`config.mk`:
```
export PLATFORM = sky130hd
export DESIGN_NAME = vga_dac_pattern_gen_flat
export DESIGN_NICKNAME = d
export VERILOG_FILES = /design/src/rtl/vga_fun_pkg.sv /design/src/rtl/vga_dac_pattern_gen_if.sv /design/src/rtl/vga_timing.sv /design/src/rtl/vga_dac_pattern_gen.sv /design/src/flat_wrapper.sv
export SDC_FILE = /design/constraint.sdc
export NUM_CORES = 1
export LEC_CHECK = 0
export CAP_MARGIN = 20
export CORE_MARGIN = 4
export CORE_UTILIZATION = 60
export DETAILED_ROUTE_END_ITERATION = 8
export DONT_BUFFER_PORTS = 1
export PLACE_DENSITY_LB_ADDON = 0.08
export SLEW_MARGIN = 25
export SYNTH_ARGS = -nofsm -noshare
export SYNTH_HDL_FRONTEND = slang
export SYNTH_SLANG_ARGS = --single-unit
export TNS_END_PERCENT = 50
```
`constraint.sdc`:
```
create_clock -name clk -period 4.8 [get_ports clk]
set_clock_uncertainty 0.05 [all_clocks]
set_input_delay 0.72 -clock clk [delete_from_list [all_inputs] [get_ports clk]]
set_output_delay 0.72 -clock clk [all_outputs]
set_load 0.05 [all_outputs]
```
`src/rtl/vga_fun_pkg.sv`:
```
// Shared constants for the VGA pattern generator.
//   - default 640x480@60 timing constants
//   - pattern mode encoding (MODE_BLACK..MODE_WHITE)
//   - colour-bar RGB table, index 0 = leftmost bar
//   - cnt_w(): counter width for a modulus, never below 1 bit
package vga_fun_pkg;

    localparam int DEF_H_ACTIVE = 640;
    localparam int DEF_H_FP     = 16;
    localparam int DEF_H_SYNC   = 96;
    localparam int DEF_H_BP     = 48;
    localparam int DEF_V_ACTIVE = 480;
    localparam int DEF_V_FP     = 10;
    localparam int DEF_V_SYNC   = 2;
    localparam int DEF_V_BP     = 33;

    typedef enum logic [2:0] {
        MODE_BLACK   = 3'd0,
        MODE_XGRAD   = 3'd1,
        MODE_YGRAD   = 3'd2,
        MODE_BARS    = 3'd3,
        MODE_XOR     = 3'd4,
        MODE_ANIM    = 3'd5,
        MODE_CHECKER = 3'd6,
        MODE_WHITE   = 3'd7
    } mode_e;

    // {r,g,b} on/off per bar: white, yellow, cyan, green, magenta, red, blue, black.
    // Packed element 0 is the rightmost entry of the concatenation.
    localparam logic [7:0][2:0] BAR_RGB = {
        3'b000, 3'b001, 3'b100, 3'b101, 3'b010, 3'b011, 3'b110, 3'b111
    };

    function automatic int cnt_w(input int n);
        return (n > 1) ? $clog2(n) : 1;
    endfunction

endpackage

```
`src/rtl/vga_dac_pattern_gen_if.sv`:
```
// Video output bundle of the pattern generator.
//   mode/pause      : control into the generator
//   r/g/b, rn/gn/bn : DAC codes and their complements (p/n cells)
//   hsync/vsync     : syncs at their configured polarity
//   hblank/vblank   : outside active columns / lines
//   frame_start     : one-cycle strobe on pixel (0,0)
interface vga_dac_pattern_gen_if #(
    parameter int DAC_BITS = 8
);
    logic [2:0]          mode;
    logic                pause;
    logic [DAC_BITS-1:0] r, g, b;
    logic [DAC_BITS-1:0] rn, gn, bn;
    logic                hsync, vsync;
    logic                hblank, vblank;
    logic                frame_start;

    modport master (
        input  mode, pause,
        output r, g, b, rn, gn, bn, hsync, vsync, hblank, vblank, frame_start
    );

    modport slave (
        output mode, pause,
        input  r, g, b, rn, gn, bn, hsync, vsync, hblank, vblank, frame_start
    );
endinterface

```
`src/rtl/vga_timing.sv`:
```
// Horizontal/vertical raster counters with registered sync/blank decode.
//   clk, rst_n       : pixel clock, async active-low reset
//   h, v             : current counter state (unregistered view for the top)
//   line_end         : h at its last count
//   frame_end        : h and v both at their last count
//   sof              : counters at (0,0)
//   active           : (h,v) inside the visible area
//   hsync..frame_start : registered decode of (h,v), one cycle behind
module vga_timing
    import vga_fun_pkg::*;
#(
    parameter int   H_ACTIVE  = DEF_H_ACTIVE,
    parameter int   H_FP      = DEF_H_FP,
    parameter int   H_SYNC    = DEF_H_SYNC,
    parameter int   H_BP      = DEF_H_BP,
    parameter int   V_ACTIVE  = DEF_V_ACTIVE,
    parameter int   V_FP      = DEF_V_FP,
    parameter int   V_SYNC    = DEF_V_SYNC,
    parameter int   V_BP      = DEF_V_BP,
    parameter logic HSYNC_POL = 1'b0,
    parameter logic VSYNC_POL = 1'b0,
    localparam int  H_W = cnt_w(H_ACTIVE + H_FP + H_SYNC + H_BP),
    localparam int  V_W = cnt_w(V_ACTIVE + V_FP + V_SYNC + V_BP)
) (
    input  logic           clk,
    input  logic           rst_n,
    output logic [H_W-1:0] h,
    output logic [V_W-1:0] v,
    output logic           line_end,
    output logic           frame_end,
    output logic           sof,
    output logic           active,
    output logic           hsync,
    output logic           vsync,
    output logic           hblank,
    output logic           vblank,
    output logic           frame_start
);
    localparam logic [H_W-1:0] H_LAST = H_W'(H_ACTIVE + H_FP + H_SYNC + H_BP - 1);
    localparam logic [H_W-1:0] H_ACT  = H_W'(H_ACTIVE);
    localparam logic [H_W-1:0] HS_ON  = H_W'(H_ACTIVE + H_FP);
    localparam logic [H_W-1:0] HS_OFF = H_W'(H_ACTIVE + H_FP + H_SYNC);
    localparam logic [V_W-1:0] V_LAST = V_W'(V_ACTIVE + V_FP + V_SYNC + V_BP - 1);
    localparam logic [V_W-1:0] V_ACT  = V_W'(V_ACTIVE);
    localparam logic [V_W-1:0] VS_ON  = V_W'(V_ACTIVE + V_FP);
    localparam logic [V_W-1:0] VS_OFF = V_W'(V_ACTIVE + V_FP + V_SYNC);

    always_comb begin
        line_end  = (h == H_LAST);
        frame_end = line_end && (v == V_LAST);
        sof       = (h == '0) && (v == '0);
        active    = (h < H_ACT) && (v < V_ACT);
    end

    always_ff @(posedge clk or negedge rst_n) begin
        if (!rst_n) begin
            h           <= '0;
            v           <= '0;
            hsync       <= ~HSYNC_POL;
            vsync       <= ~VSYNC_POL;
            hblank      <= 1'b1;
            vblank      <= 1'b1;
            frame_start <= 1'b0;
        end else begin
            if (line_end) begin
                h <= '0;
                v <= (v == V_LAST) ? '0 : v + V_W'(1);
            end else begin
                h <= h + H_W'(1);
            end
            hblank      <= (h >= H_ACT);
            vblank      <= (v >= V_ACT);
            hsync       <= ((h >= HS_ON) && (h < HS_OFF)) ? HSYNC_POL : ~HSYNC_POL;
            vsync       <= ((v >= VS_ON) && (v < VS_OFF)) ? VSYNC_POL : ~VSYNC_POL;
            frame_start <= sof;
        end
    end
endmodule

```
`src/rtl/vga_dac_pattern_gen.sv`:
```
// VGA timing + test-pattern generator feeding differential current-steering DACs.
//   clk, rst_n : pixel clock, async active-low reset
//   bus        : mode/pause in; DAC codes (p and n side), syncs, blanks,
//                frame_start out. All outputs are registered and mutually aligned.
module vga_dac_pattern_gen
    import vga_fun_pkg::*;
#(
    parameter int   DAC_BITS  = 8,
    parameter int   H_ACTIVE  = DEF_H_ACTIVE,
    parameter int   H_FP      = DEF_H_FP,
    parameter int   H_SYNC    = DEF_H_SYNC,
    parameter int   H_BP      = DEF_H_BP,
    parameter int   V_ACTIVE  = DEF_V_ACTIVE,
    parameter int   V_FP      = DEF_V_FP,
    parameter int   V_SYNC    = DEF_V_SYNC,
    parameter int   V_BP      = DEF_V_BP,
    parameter logic HSYNC_POL = 1'b0,
    parameter logic VSYNC_POL = 1'b0
) (
    input  logic                   clk,
    input  logic                   rst_n,
    vga_dac_pattern_gen_if.master  bus
);
    localparam int H_W   = cnt_w(H_ACTIVE + H_FP + H_SYNC + H_BP);
    localparam int V_W   = cnt_w(V_ACTIVE + V_FP + V_SYNC + V_BP);
    localparam int BAR_W = H_ACTIVE / 8;
    localparam int BX_W  = cnt_w(BAR_W);

    logic [H_W-1:0]      h;
    logic [V_W-1:0]      v;
    logic                line_end, frame_end, sof, active;
    mode_e               mode_q, mode_cur;
    logic [7:0]          fc;
    logic [BX_W-1:0]     bx;
    logic [2:0]          bar;
    logic [7:0]          x, y, pr, pg, pb;
    logic [DAC_BITS-1:0] r_d, g_d, b_d;

    vga_timing #(
        .H_ACTIVE(H_ACTIVE), .H_FP(H_FP), .H_SYNC(H_SYNC), .H_BP(H_BP),
        .V_ACTIVE(V_ACTIVE), .V_FP(V_FP), .V_SYNC(V_SYNC), .V_BP(V_BP),
        .HSYNC_POL(HSYNC_POL), .VSYNC_POL(VSYNC_POL)
    ) u_timing (
        .clk        (clk),
        .rst_n      (rst_n),
        .h          (h),
        .v          (v),
        .line_end   (line_end),
        .frame_end  (frame_end),
        .sof        (sof),
        .active     (active),
        .hsync      (bus.hsync),
        .vsync      (bus.vsync),
        .hblank     (bus.hblank),
        .vblank     (bus.vblank),
        .frame_start(bus.frame_start)
    );

    always_comb begin
        x  = 8'(h);
        y  = 8'(v);
        // Pixel (0,0) is rendered in the same cycle mode is latched, so it
        // must already see the incoming mode rather than the stale mode_q.
        mode_cur = sof ? mode_e'(bus.mode) : mode_q;
        pr = 8'h00;
        pg = 8'h00;
        pb = 8'h00;
        case (mode_cur)
            MODE_BLACK:   ;
            MODE_XGRAD:   begin pr = x; pg = x; pb = x; end
            MODE_YGRAD:   begin pr = y; pg = y; pb = y; end
            MODE_BARS: begin
                pr = {8{BAR_RGB[bar][2]}};
                pg = {8{BAR_RGB[bar][1]}};
                pb = {8{BAR_RGB[bar][0]}};
            end
            MODE_XOR:     begin pr = x ^ y; pg = x; pb = y; end
            MODE_ANIM:    begin pr = x + fc; pg = y + fc; pb = fc; end
            MODE_CHECKER: begin pr = {8{x[5] ^ y[5]}}; pg = pr; pb = pr; end
            MODE_WHITE:   begin pr = 8'hFF; pg = 8'hFF; pb = 8'hFF; end
            default:      ;
        endcase
        // Keep the DAC MSBs; blanking forces code 0 (n side dumps full current).
        r_d = active ? pr[7 -: DAC_BITS] : '0;
        g_d = active ? pg[7 -: DAC_BITS] : '0;
        b_d = active ? pb[7 -: DAC_BITS] : '0;
    end

    always_ff @(posedge clk or negedge rst_n) begin
        if (!rst_n) begin
            mode_q <= MODE_BLACK;
            fc     <= 8'h00;
            bx     <= '0;
            bar    <= 3'd0;
            bus.r  <= '0;
            bus.g  <= '0;
            bus.b  <= '0;
            bus.rn <= '1;
            bus.gn <= '1;
            bus.bn <= '1;
        end else begin
            if (sof) mode_q <= mode_e'(bus.mode);
            if (frame_end && !bus.pause) fc <= fc + 8'd1;
            // Bar index tracks h in lock-step; bx counts pixels inside a bar
            // so no divide by BAR_W is needed.
            if (line_end) begin
                bx  <= '0;
                bar <= 3'd0;
            end else if (bx == BX_W'(BAR_W - 1)) begin
                bx  <= '0;
                bar <= bar + 3'd1;
            end else begin
                bx <= bx + BX_W'(1);
            end
            bus.r  <= r_d;
            bus.g  <= g_d;
            bus.b  <= b_d;
            bus.rn <= ~r_d;
            bus.gn <= ~g_d;
            bus.bn <= ~b_d;
        end
    end
endmodule

```
`src/flat_wrapper.sv`:
```
// flat-port wrapper written by rule: the top's interface ports become plain ports
module vga_dac_pattern_gen_flat import vga_fun_pkg::*;
#(
    parameter int   DAC_BITS  = 8,
    parameter int   H_ACTIVE  = DEF_H_ACTIVE,
    parameter int   H_FP      = DEF_H_FP,
    parameter int   H_SYNC    = DEF_H_SYNC,
    parameter int   H_BP      = DEF_H_BP,
    parameter int   V_ACTIVE  = DEF_V_ACTIVE,
    parameter int   V_FP      = DEF_V_FP,
    parameter int   V_SYNC    = DEF_V_SYNC,
    parameter int   V_BP      = DEF_V_BP,
    parameter logic HSYNC_POL = 1'b0,
    parameter logic VSYNC_POL = 1'b0
)
  (clk, rst_n, bus_mode, bus_pause, bus_r, bus_g, bus_b, bus_rn, bus_gn, bus_bn, bus_hsync, bus_vsync, bus_hblank, bus_vblank, bus_frame_start);
  vga_dac_pattern_gen_if #(.DAC_BITS(DAC_BITS)) bus_i ();
  input  logic clk;
  input  logic rst_n;
  input wire logic [$bits(bus_i.mode)-1:0] bus_mode;
  input wire logic [$bits(bus_i.pause)-1:0] bus_pause;
  output wire logic [$bits(bus_i.r)-1:0] bus_r;
  output wire logic [$bits(bus_i.g)-1:0] bus_g;
  output wire logic [$bits(bus_i.b)-1:0] bus_b;
  output wire logic [$bits(bus_i.rn)-1:0] bus_rn;
  output wire logic [$bits(bus_i.gn)-1:0] bus_gn;
  output wire logic [$bits(bus_i.bn)-1:0] bus_bn;
  output wire logic [$bits(bus_i.hsync)-1:0] bus_hsync;
  output wire logic [$bits(bus_i.vsync)-1:0] bus_vsync;
  output wire logic [$bits(bus_i.hblank)-1:0] bus_hblank;
  output wire logic [$bits(bus_i.vblank)-1:0] bus_vblank;
  output wire logic [$bits(bus_i.frame_start)-1:0] bus_frame_start;
  assign bus_i.mode = bus_mode;
  assign bus_i.pause = bus_pause;
  assign bus_r = bus_i.r;
  assign bus_g = bus_i.g;
  assign bus_b = bus_i.b;
  assign bus_rn = bus_i.rn;
  assign bus_gn = bus_i.gn;
  assign bus_bn = bus_i.bn;
  assign bus_hsync = bus_i.hsync;
  assign bus_vsync = bus_i.vsync;
  assign bus_hblank = bus_i.hblank;
  assign bus_vblank = bus_i.vblank;
  assign bus_frame_start = bus_i.frame_start;
  vga_dac_pattern_gen #(.DAC_BITS(DAC_BITS), .H_ACTIVE(H_ACTIVE), .H_FP(H_FP), .H_SYNC(H_SYNC), .H_BP(H_BP), .V_ACTIVE(V_ACTIVE), .V_FP(V_FP), .V_SYNC(V_SYNC), .V_BP(V_BP), .HSYNC_POL(HSYNC_POL), .VSYNC_POL(VSYNC_POL)) u_core (.clk(clk), .rst_n(rst_n), .bus(bus_i));
endmodule
```
# --- Word-level counts from Yosys, hierarchy flattened ---
# Memory sizes are Yosys's and may differ from the RTL's.
# Index checks and enable logic that the tools add are counted.
totals:
  out_inout_bits: 53
  mem_bits_ro: 24
  in_bits: 6
  reg_bits: 94
  n_memories: 1
memory_table:
  columns: ["name", "depth", "width", "rd", "rd_clocked_by_memory_dff", "wr", "line_no", "source"]
  rows:
  - ["(name not given)", 8, 3, 1, 0, 0, "vga_dac_pattern_gen.sv:73", "pr = {8{BAR_RGB[bar][2]}};"]
op_classes:
  reduce_logical: 12
  n_eq_ne: 10
  bitwise_logic: 5
  n_addsub: 7
  mux: 16
  magnitude_cmp: 9
op_table:
  columns: ["cell", "n"]
  rows:
  - ["$pmux 8 s6", 2]
  - ["$pmux 8 s7", 1]
  - ["$mux 8", 3]
  - ["$not 8->8", 3]
  - ["$add 10x1->10 const B", 2]
  - ["$eq 10x10->1 const B", 2]
  - ["$ge 10x10->1 const B", 2]
  - ["$ge 10x9->1 const B", 2]
  - ["$logic_not 10->1", 2]
  - ["$lt 10x10->1 const B", 2]
  - ["$lt 10x9->1 const B", 2]
  - ["$mux 10", 2]
  - ["$add 8x8->8", 2]
  - ["$mux 7", 2]
  - ["$eq 3x3->1 const B", 4]
  - ["$mux 3", 4]
  - ["$add 8x1->8 const B", 1]
  - ["$xor 8x8->8", 1]
  - ["$add 7x1->7 const B", 1]
  - ["$eq 7x7->1 const B", 1]
  - ["$eq 3x2->1 const B", 2]
  - ["$logic_and 1x1->1", 6]
  - ["$lt 3x4->1 const B", 1]
  - ["$reduce_or 2->1", 2]
  - ["other kinds (6)", 7]

# --- Longest topological paths before layout ---
# Gate-level depths: netlist (run 1).
logic_depth:
  word_depth: 8
  depth_mapped: 13

# --- By module ---
# Synthesis (run 1) repeated with hierarchy kept, for this count alone.
unflattened:
  hier_cells: 522
  area_unflattened_um2: 5231.3
by_module_without_submodules:
  columns: ["mod", "cells_per_inst", "seq_area_each_um2", "n_inst", "area_per_inst_um2"]
  rows:
  - ["vga_dac_pattern_gen", 404, 1756.7, 1, 3961.3]
  - ["vga_timing", 118, 630.6, 1, 1270.0]

# --- Worst setup path after synthesis (run 1) ---
# No wires, ideal clock.
synth_timing:
  kind: "register -> register"
  start: "register u_core.u_timing.v[1]"
  end: "register u_core.bus.b[0]"
  stages_incl_launch_ff: 12
  t_arrival_ns: 3.005
  required_ns: 4.613
  setup_slack_ns: 1.608
  setup_time_ns: 0.137
  synth_period_minus_slack_ns: 3.192
  path_cell_list: "dfrtp_1 clkbuf_1 inv_1 ha_1 nor4b_2 nand4_1 nor2_2 mux2i_1 nor2_1 o21ai_1 buf_2 a31oi_1"
synth_via:
  elab_chain_cells: 7
  elab_cells_between_ends: 15
  classes_between: "1 x order compare; 7 x eq/ne; 3 x mux; 4 x reduce/logical"
synth_rtl:
  columns: ["element", "line_no", "source"]
  rows:
  - ["start, declared", "vga_timing.sv:28", "output logic [V_W-1:0] v,"]
  - ["start signal, assigned", "vga_timing.sv:67", "v <= (v == V_LAST) ? '0 : v + V_W'(1);"]
  - ["$logic_not 10->1", "vga_timing.sv:51", "sof = (h == '0) && (v == '0);"]
  - ["$logic_and 1x1->1", "vga_timing.sv:51", null]
  - ["$mux 3", null, null]
  - ["$eq 3x2->1 or $eq 3x3->1 (tied branches)", "vga_dac_pattern_gen.sv:68", "case (mode_cur)"]
  - ["$reduce_or 2->1 (no line)", null, null]
  - ["$pmux 8 s6", "vga_dac_pattern_gen.sv:68", null]
  - ["$mux 8 *", "vga_dac_pattern_gen.sv:86", "b_d = active ? pb[7 -: DAC_BITS] : '0;"]
  - ["net u_core.b_d[0]", "vga_dac_pattern_gen.sv:37", "logic [DAC_BITS-1:0] r_d, g_d, b_d;"]
  - ["end signal, assigned", "vga_dac_pattern_gen.sv:97", "bus.b <= '0;"]
  - ["end signal, assigned", "vga_dac_pattern_gen.sv:117", "bus.b <= b_d;"]
  - ["end, declared", "vga_dac_pattern_gen_if.sv:20", "output r, g, b, rn, gn, bn, hsync, vsync, hblank, vblank, frame_start"]
# Mark *: on every way through the listed nets, which the timed path passes. The rest lies on a longest branch.
# A chain may end at the register's enable or synchronous reset.

# --- Worst setup path after layout (run 1) ---
layout_timing:
  start: "register u_core.u_timing.v[1]"
  end: "register u_core.bus.b[6]"
# The elaborated chain is that of the path after synthesis.

==> results.py, run 1 <==
metrics = {
    "flow_run": {
        "drv_cap": 0,
    },
    "sta": {
        "whs_ps": 134,
        "worstMarginPinSlew_ps": 1010,
        "fmax_ghz": 0.257,
        "hold_viol_final": 0,
        "finalWorstPathRequiredPeriod_ps": 3890,
        "setup_ws_ps": 914,
        "grt_setup_unrepaired": "false",
        "maxSlewViolCount": 0,
        "fin_crit_sh_pct": 81.0,
        "relSlewSlack_pct": 32.1,
        "setup_tns_ps": 0,
        "setup_viol": 0,
    },
    "drt": {
        "drc": 0,
        "wl_met3_um": 1130,
        "routed-via-count": 4218,
        "avgViaCountPerCell": 6.63,
        "wl_per_cell_um": 22.1,
        "drt_first_pass_iters": 5,
        "top_layer": "met4",
        "drt-met1-wl_um": 5960,
        "route.met2.wl_um": 6490,
        "drtIter0Drc": 463,
        "ant_nets": 0,
        "wl_um": 14000,
    },
    "worst_setup_path": {
        "crit_path_end_kind": "register",
        "startpoint": "u_core.u_timing.v[1]",
        "crit_path_max_fanout": 16,
        "worst_setup_path_start_kind": "register",
        "r2r-end": "u_core.bus.b[6]",
        "crit_arrival_ps": 4040,
        "r2r_cells": 10,
        "r2r_start": "u_core.u_timing.v[1]",
        "worstSetupPathType": "register to register",
        "required_ps": 4960,
        "r2r_slack_ps": 910,
    },
    "clocking": {
        "cts_tree": "built",
        "worstSkewPairLatency_ps": 360,
        "cts.htree.levels": 3,
        "cts.sinks": 94,
        "tritoncts.num_buffers": 9,
        "clockBufferDepth": 2,
        "root_buffer": "clkbuf_8",
        "clk_pin_slew_ps": 100,
        "cts_setup_buffers": 0,
    },
    "floorplanning": {
        "fp-row-count": 33,
        "start_util_pct": 62.9,
        "die_area_sq_um": 10300,
        "die_y_um": 102,
        "ios": 59,
        "die_w_um": 102,
        "design.core.area_sq_um": 8340,
    },
    "placement": {
        "portBuffers": 0,
        "place_ws_ps": 1020,
        "place_inst": 617,
        "hpwl_um": 9860,
        "gp_congestion": 0.997,
        "placedInstanceArea_sq_um": 5340,
    },
    "run_status": {
        "status": "completed",
    },
    "power_and_ir_drop": {
        "p_per_area_nw_per_um2": 290,
        "p_leak_nw": 2.39,
        "power_mw": 1.62,
        "max-vdd-ir-drop_mv": 0.193,
    },
    "global_routing": {
        "overflow": 0,
        "grt_max_degree": 52,
        "grt_pass1_wl_um": 21900,
        "antenna_found_initial": 0,
        "grtUsageTotal_pct": 28.0,
        "grt_pass1_vias": 3953,
    },
    "yosys": {
        "synthTopCellsByArea": "dfrtp_1, dfstp_2, ha_1",
        "synth_cell_types": 68,
        "synthesis.nets": 559,
        "synthesis.area_sq_um": 5250,
        "ys_ff_latch": 94,
        "synthesis.instances": 530,
        "yosys_warnings": 0,
        "synth_edf_count": 0,
        "synth_top_area_share_pct": 31.5,
        "async_reset_ff_share_pct": 100,
        "yosysTopAreaCell": "dfrtp_1",
        "yosysSeqAreaShare_pct": 45.5,
        "synth_ff_type": "dfrtp_1",
        "syn_avg_cell_area_sq_um": 9.90,
    },
    "final_layout": {
        "postLayoutCellArea_sq_um": 5590,
        "layout_commonest_cell": "dfrtp_1",
        "instances_no_fill": 636,
        "area_growth_pct": 6.61,
        "final_nets": 555,
        "final_cell_mix": "dfrtp_1, nand2_1, nor2_1",
        "n_antenna_cell": 0,
        "drive_gt1_share_pct": 13.9,
        "final_util_pct": 67.1,
        "fillers": 641,
    },
    "min_path": {
        "min_path_type": "input pin to async pin",
    },
}
## power by group
part	total [mW]	internal (mW)	switching (mW)	leakage, nW
clock network	0.544	0.251	0.293	0.101
registers	0.974	0.839	0.134	1.14
logic	0.105	0.0406	0.0647	1.15
## final cells by class
class	instances	area [sq um]	share of cell area, %
Clock buffer	10	128	2.28
Clock inverter	6	77.6	1.39
Inverter	13	48.8	0.872
Sequential cell	94	2390	42.7
Timing Repair Buffer	12	115	2.06
Tap cell	105	131	2.35
Multi-Input combinational cell	396	2710	48.4
## how the worst max path moves through the flow
stage / end / slack [ps]
final: u_core.bus.b[6] / 910
after global routing: u_core.bus.b[1] / 610
after CTS: u_core.bus.b[6] / 1010
after detailed placement: u_core.bus.b[6] / 1020
after global placement: u_core.bus.b[1] / 1120
after floorplan: u_core.bus.b[0] / 1610
## flip-flops by register name, summed over array words and instances (netlist names)
name,cells
u_core.bus.bn,8
u_core.bus.b,8
u_core.u_timing.v,10
u_core.fc,8
u_core.u_timing.hsync,1
u_core.u_timing.h,10
u_core.u_timing.frame_start,1
u_core.bus.gn,8
u_core.u_timing.hblank,1
u_core.mode_q,3
u_core.bar,3
u_core.bus.r,8
u_core.bus.rn,8
u_core.u_timing.vsync,1
u_core.bus.g,8
u_core.bx,7
u_core.u_timing.vblank,1
## metal layers
layer,vias up,track usage [%]
li1,1907,-
met1,2055,39.0
met2,219,43.3
met3,37,4.41
met4,0,12.2
met5,-,0
## cells by family (layout without fill, tap and decap cells)
| kind of cell | Yosys count | after routing | synth area share (%) |
|---|---|---|---|
| AO/OA/AOI/OAI | 136 | 136 | 18.5 |
| XOR/XNOR | 39 | 39 | 6.51 |
| adder cells (fa/ha/maj) | 23 | 23 | 5.77 |
| buffers and inverters | 40 | 41 | 3.05 |
| flip-flops | 94 | 94 | 45.5 |
| multiplexers | 16 | 16 | 3.41 |
| AND/OR/NAND/NOR | 182 | 182 | 17.2 |
## worst max-delay path, cell delays in order, from the launching register on
cell,delay (ps)
dfrtp_1,560
inv_1,180
ha_1,150
nor4b_2,220
nand4_1,320
nor2_2,710
mux2i_1,260
buf_4,200
nor2_1,110
o21ai_1,800
a21oi_1,160
## what timing repair did
action                    4_1_cts  5_1_grt
hold endpoints to repair       51        4
hold buffers                    2        1
resized for setup               0        0
## Yosys cell counts (all sizes together), types with 5 or more instances
| cell | n |
|---|---|
| ha | 21 |
| mux2 | 5 |
| inv | 12 |
| nand2 | 54 |
| xnor2 | 23 |
| a31oi | 8 |
| o21ai | 25 |
| buf | 8 |
| xor2 | 16 |
| mux2i | 11 |
| nand4 | 8 |
| nor4 | 5 |
| a21oi | 24 |
| dfrtp | 66 |
| nor2b | 10 |
| a2bb2oi | 6 |
| nor2 | 46 |
| nor3 | 7 |
| nand2b | 12 |
| and3 | 8 |
| dfstp | 28 |
| a31o | 7 |
| clkbuf | 19 |
| a211oi | 6 |
| nand3 | 13 |
| a21o | 13 |
Power figures use the tool's default switching activity.
==> run 2, diff against run 1 <==
Clock period 4.8 ns to 3.6 ns, I/O delays scaled along.
==> results.py, run 2 (same netlist as run 1, synthesis figures left out) <==
metrics = {
    "global_routing": {
        "antenna_found_initial": 0,
        "grt_max_degree": 95,
        "grt_pass1_wl_um": 21800,
        "grtUsageTotal_pct": 28.1,
        "grt_pass1_vias": 4145,
        "overflow": 0,
    },
    "placement": {
        "hpwl_um": 10200,
        "gp_congestion": 0.992,
        "portBuffers": 0,
    },
    "sta": {
        "setup_tns_ps": 0,
        "hold_viol_final": 0,
        "worstMarginPinSlew_ps": 755,
        "finalWorstPathRequiredPeriod_ps": 3120,
        "maxSlewViolCount": 0,
        "relSlewSlack_pct": 49.3,
        "setup_viol": 0,
        "fmax_ghz": 0.320,
        "grt_setup_unrepaired": "false",
        "fin_crit_sh_pct": 86.7,
        "whs_ps": 30.2,
    },
    "drt": {
        "wl_um": 14000,
        "drc": 0,
        "ant_nets": 0,
        "avgViaCountPerCell": 6.50,
        "drtIter0Drc": 310,
        "routed-via-count": 4224,
        "drt_first_pass_iters": 5,
        "wl_per_cell_um": 21.5,
    },
    "power_and_ir_drop": {
        "p_per_area_nw_per_um2": 381,
        "internal_power_mw": 1.52,
        "p_clk_share_pct": 33.7,
        "power_frac_seq_pct": 59.6,
        "switchingPower_mw": 0.654,
        "max-vdd-ir-drop_mv": 0.235,
        "p_comb_share_pct": 6.7,
        "p_sw_share_pct": 30.0,
        "p_leak_nw": 2.47,
    },
    "min_path": {
        "min_path_type": "input pin to async pin",
    },
    "worst_setup_path": {
        "required_ps": 3860,
        "r2r_start": "u_core.u_timing.v[0]",
        "r2r_cells": 10,
        "r2r-end": "u_core.bus.gn[6]",
        "crit_path_max_incr_delay_ps": 390,
        "path_cells": "inv_1 > ha_1 > nor4b_2 > nand4_1 > nor2_2 > buf_4 > mux2_2 > nor2_1 > o21ai_1 > a31o_2",
        "r2r_slack_ps": 480,
        "crit_path_top_delay_cell": "dfrtp_1",
        "crit_path_max_fanout": 10,
        "worst_setup_path_start_kind": "register",
        "crit_path_end_kind": "register",
        "crit_arrival_ps": 3380,
        "worstSetupPathType": "register to register",
    },
    "run_status": {
        "status": "completed",
    },
    "clocking": {
        "clockBufferDepth": 2,
        "cts_hold_buf": 1,
        "root_buffer": "clkbuf_8",
        "cts.htree.levels": 3,
        "cts_tree": "built",
        "cts_setup_buffers": 0,
        "cts_resized": 0,
        "cts.sinks": 94,
        "tritoncts.num_buffers": 9,
        "worstSkewPairLatency_ps": 370,
        "clk_pin_slew_ps": 90,
    },
    "floorplanning": {
        "die_y_um": 102,
        "die_area_sq_um": 10300,
        "ios": 59,
        "start_util_pct": 62.9,
        "design.core.area_sq_um": 8340,
        "fp-row-count": 33,
        "die_w_um": 102,
    },
    "final_layout": {
        "drive_gt1_share_pct": 16.9,
        "area_growth_pct": 8.73,
        "n_antenna_cell": 0,
        "final_cell_mix": "dfrtp_1, nand2_1, nor2_1",
        "fillers": 657,
        "top_regs": "u_core.u_timing.h x10, u_core.u_timing.v x10",
        "multi_input_area_sq_um": 2710,
        "layout_commonest_cell": "dfrtp_1",
        "final_nets": 569,
        "regArea_sq_um": 2390,
    },
    "flow_run": {
        "drv_cap": 0,
    },
}
-- run 2: cell count changes in the layout (fill, tap and decap cells not counted), sizes merged --
cell	before	now
buf	10	26
dlygate4sd3	2	0
-- run 2: metrics by stage --
step                setup slack [ps]  total power [mW]  instance area, sq um  utilization, %  cells
floorplan                        408              1.40                  5250               -    530
global placement                 604              1.44                  5460            65.5    633
detailed placement               462              1.44                  5460            65.5    633
CTS                              431              2.20                  5700            68.3    650
global route                     267              2.26                  5700            68.4    650
finish                           478              2.18                  5700            68.4    650
-- run 2: worst max-delay path, delay by kind of cell, from the launching register on --
family / cells / cell delay (ps)
mux: 1 / 340
compound gates: 2 / 700
flops: 1 / 390
buf+inv: 2 / 330
fa+ha+maj: 1 / 150
simple gates: 4 / 1120
-- run 2: final cells by class --
| type | instances | area share (%) |
|---|---|---|
| Clock buffer | 10 | 2.41 |
| Clock inverter | 6 | 1.32 |
| Inverter | 13 | 0.855 |
| Multi-Input combinational cell | 396 | 47.5 |
| Sequential cell | 94 | 41.9 |
| Tap cell | 105 | 2.30 |
| Timing Repair Buffer | 26 | 3.77 |
-- run 2: worst max-delay path by stage --
stage                               startpoint                to  slack (ps)  depth (start not counted)
after global placement    u_core.u_timing.v[0]   u_core.bus.b[0]         600                          9
after global routing      u_core.u_timing.v[0]   u_core.bus.g[2]         270                         10
after detailed placement  u_core.u_timing.v[0]   u_core.bus.b[0]         460                          9
after CTS                 u_core.u_timing.v[0]   u_core.bus.b[0]         430                          9
after floorplan           u_core.u_timing.v[1]   u_core.bus.b[0]         410                         11
final                     u_core.u_timing.v[0]  u_core.bus.gn[6]         480                         10
-- run 2: routing by layer --
metal / track usage (%) / vias up / part of all wire (%)
met5: 0 / - / 0
met4: 12.5 / 0 / 2.5
met3: 5.23 / 29 / 7.4
met2: 45.2 / 188 / 48
met1: 37.2 / 2067 / 42
li1: - / 1940 / -
-- run 2: power groups by stage --
stage	registers (mW)	logic [mW]	clock network, mW
floorplan	1.31	0.0953	0
global placement	1.32	0.118	0
CTS	1.30	0.145	0.754
global route	1.30	0.160	0.792
finish	1.30	0.146	0.733
detailed placement	1.32	0.120	0
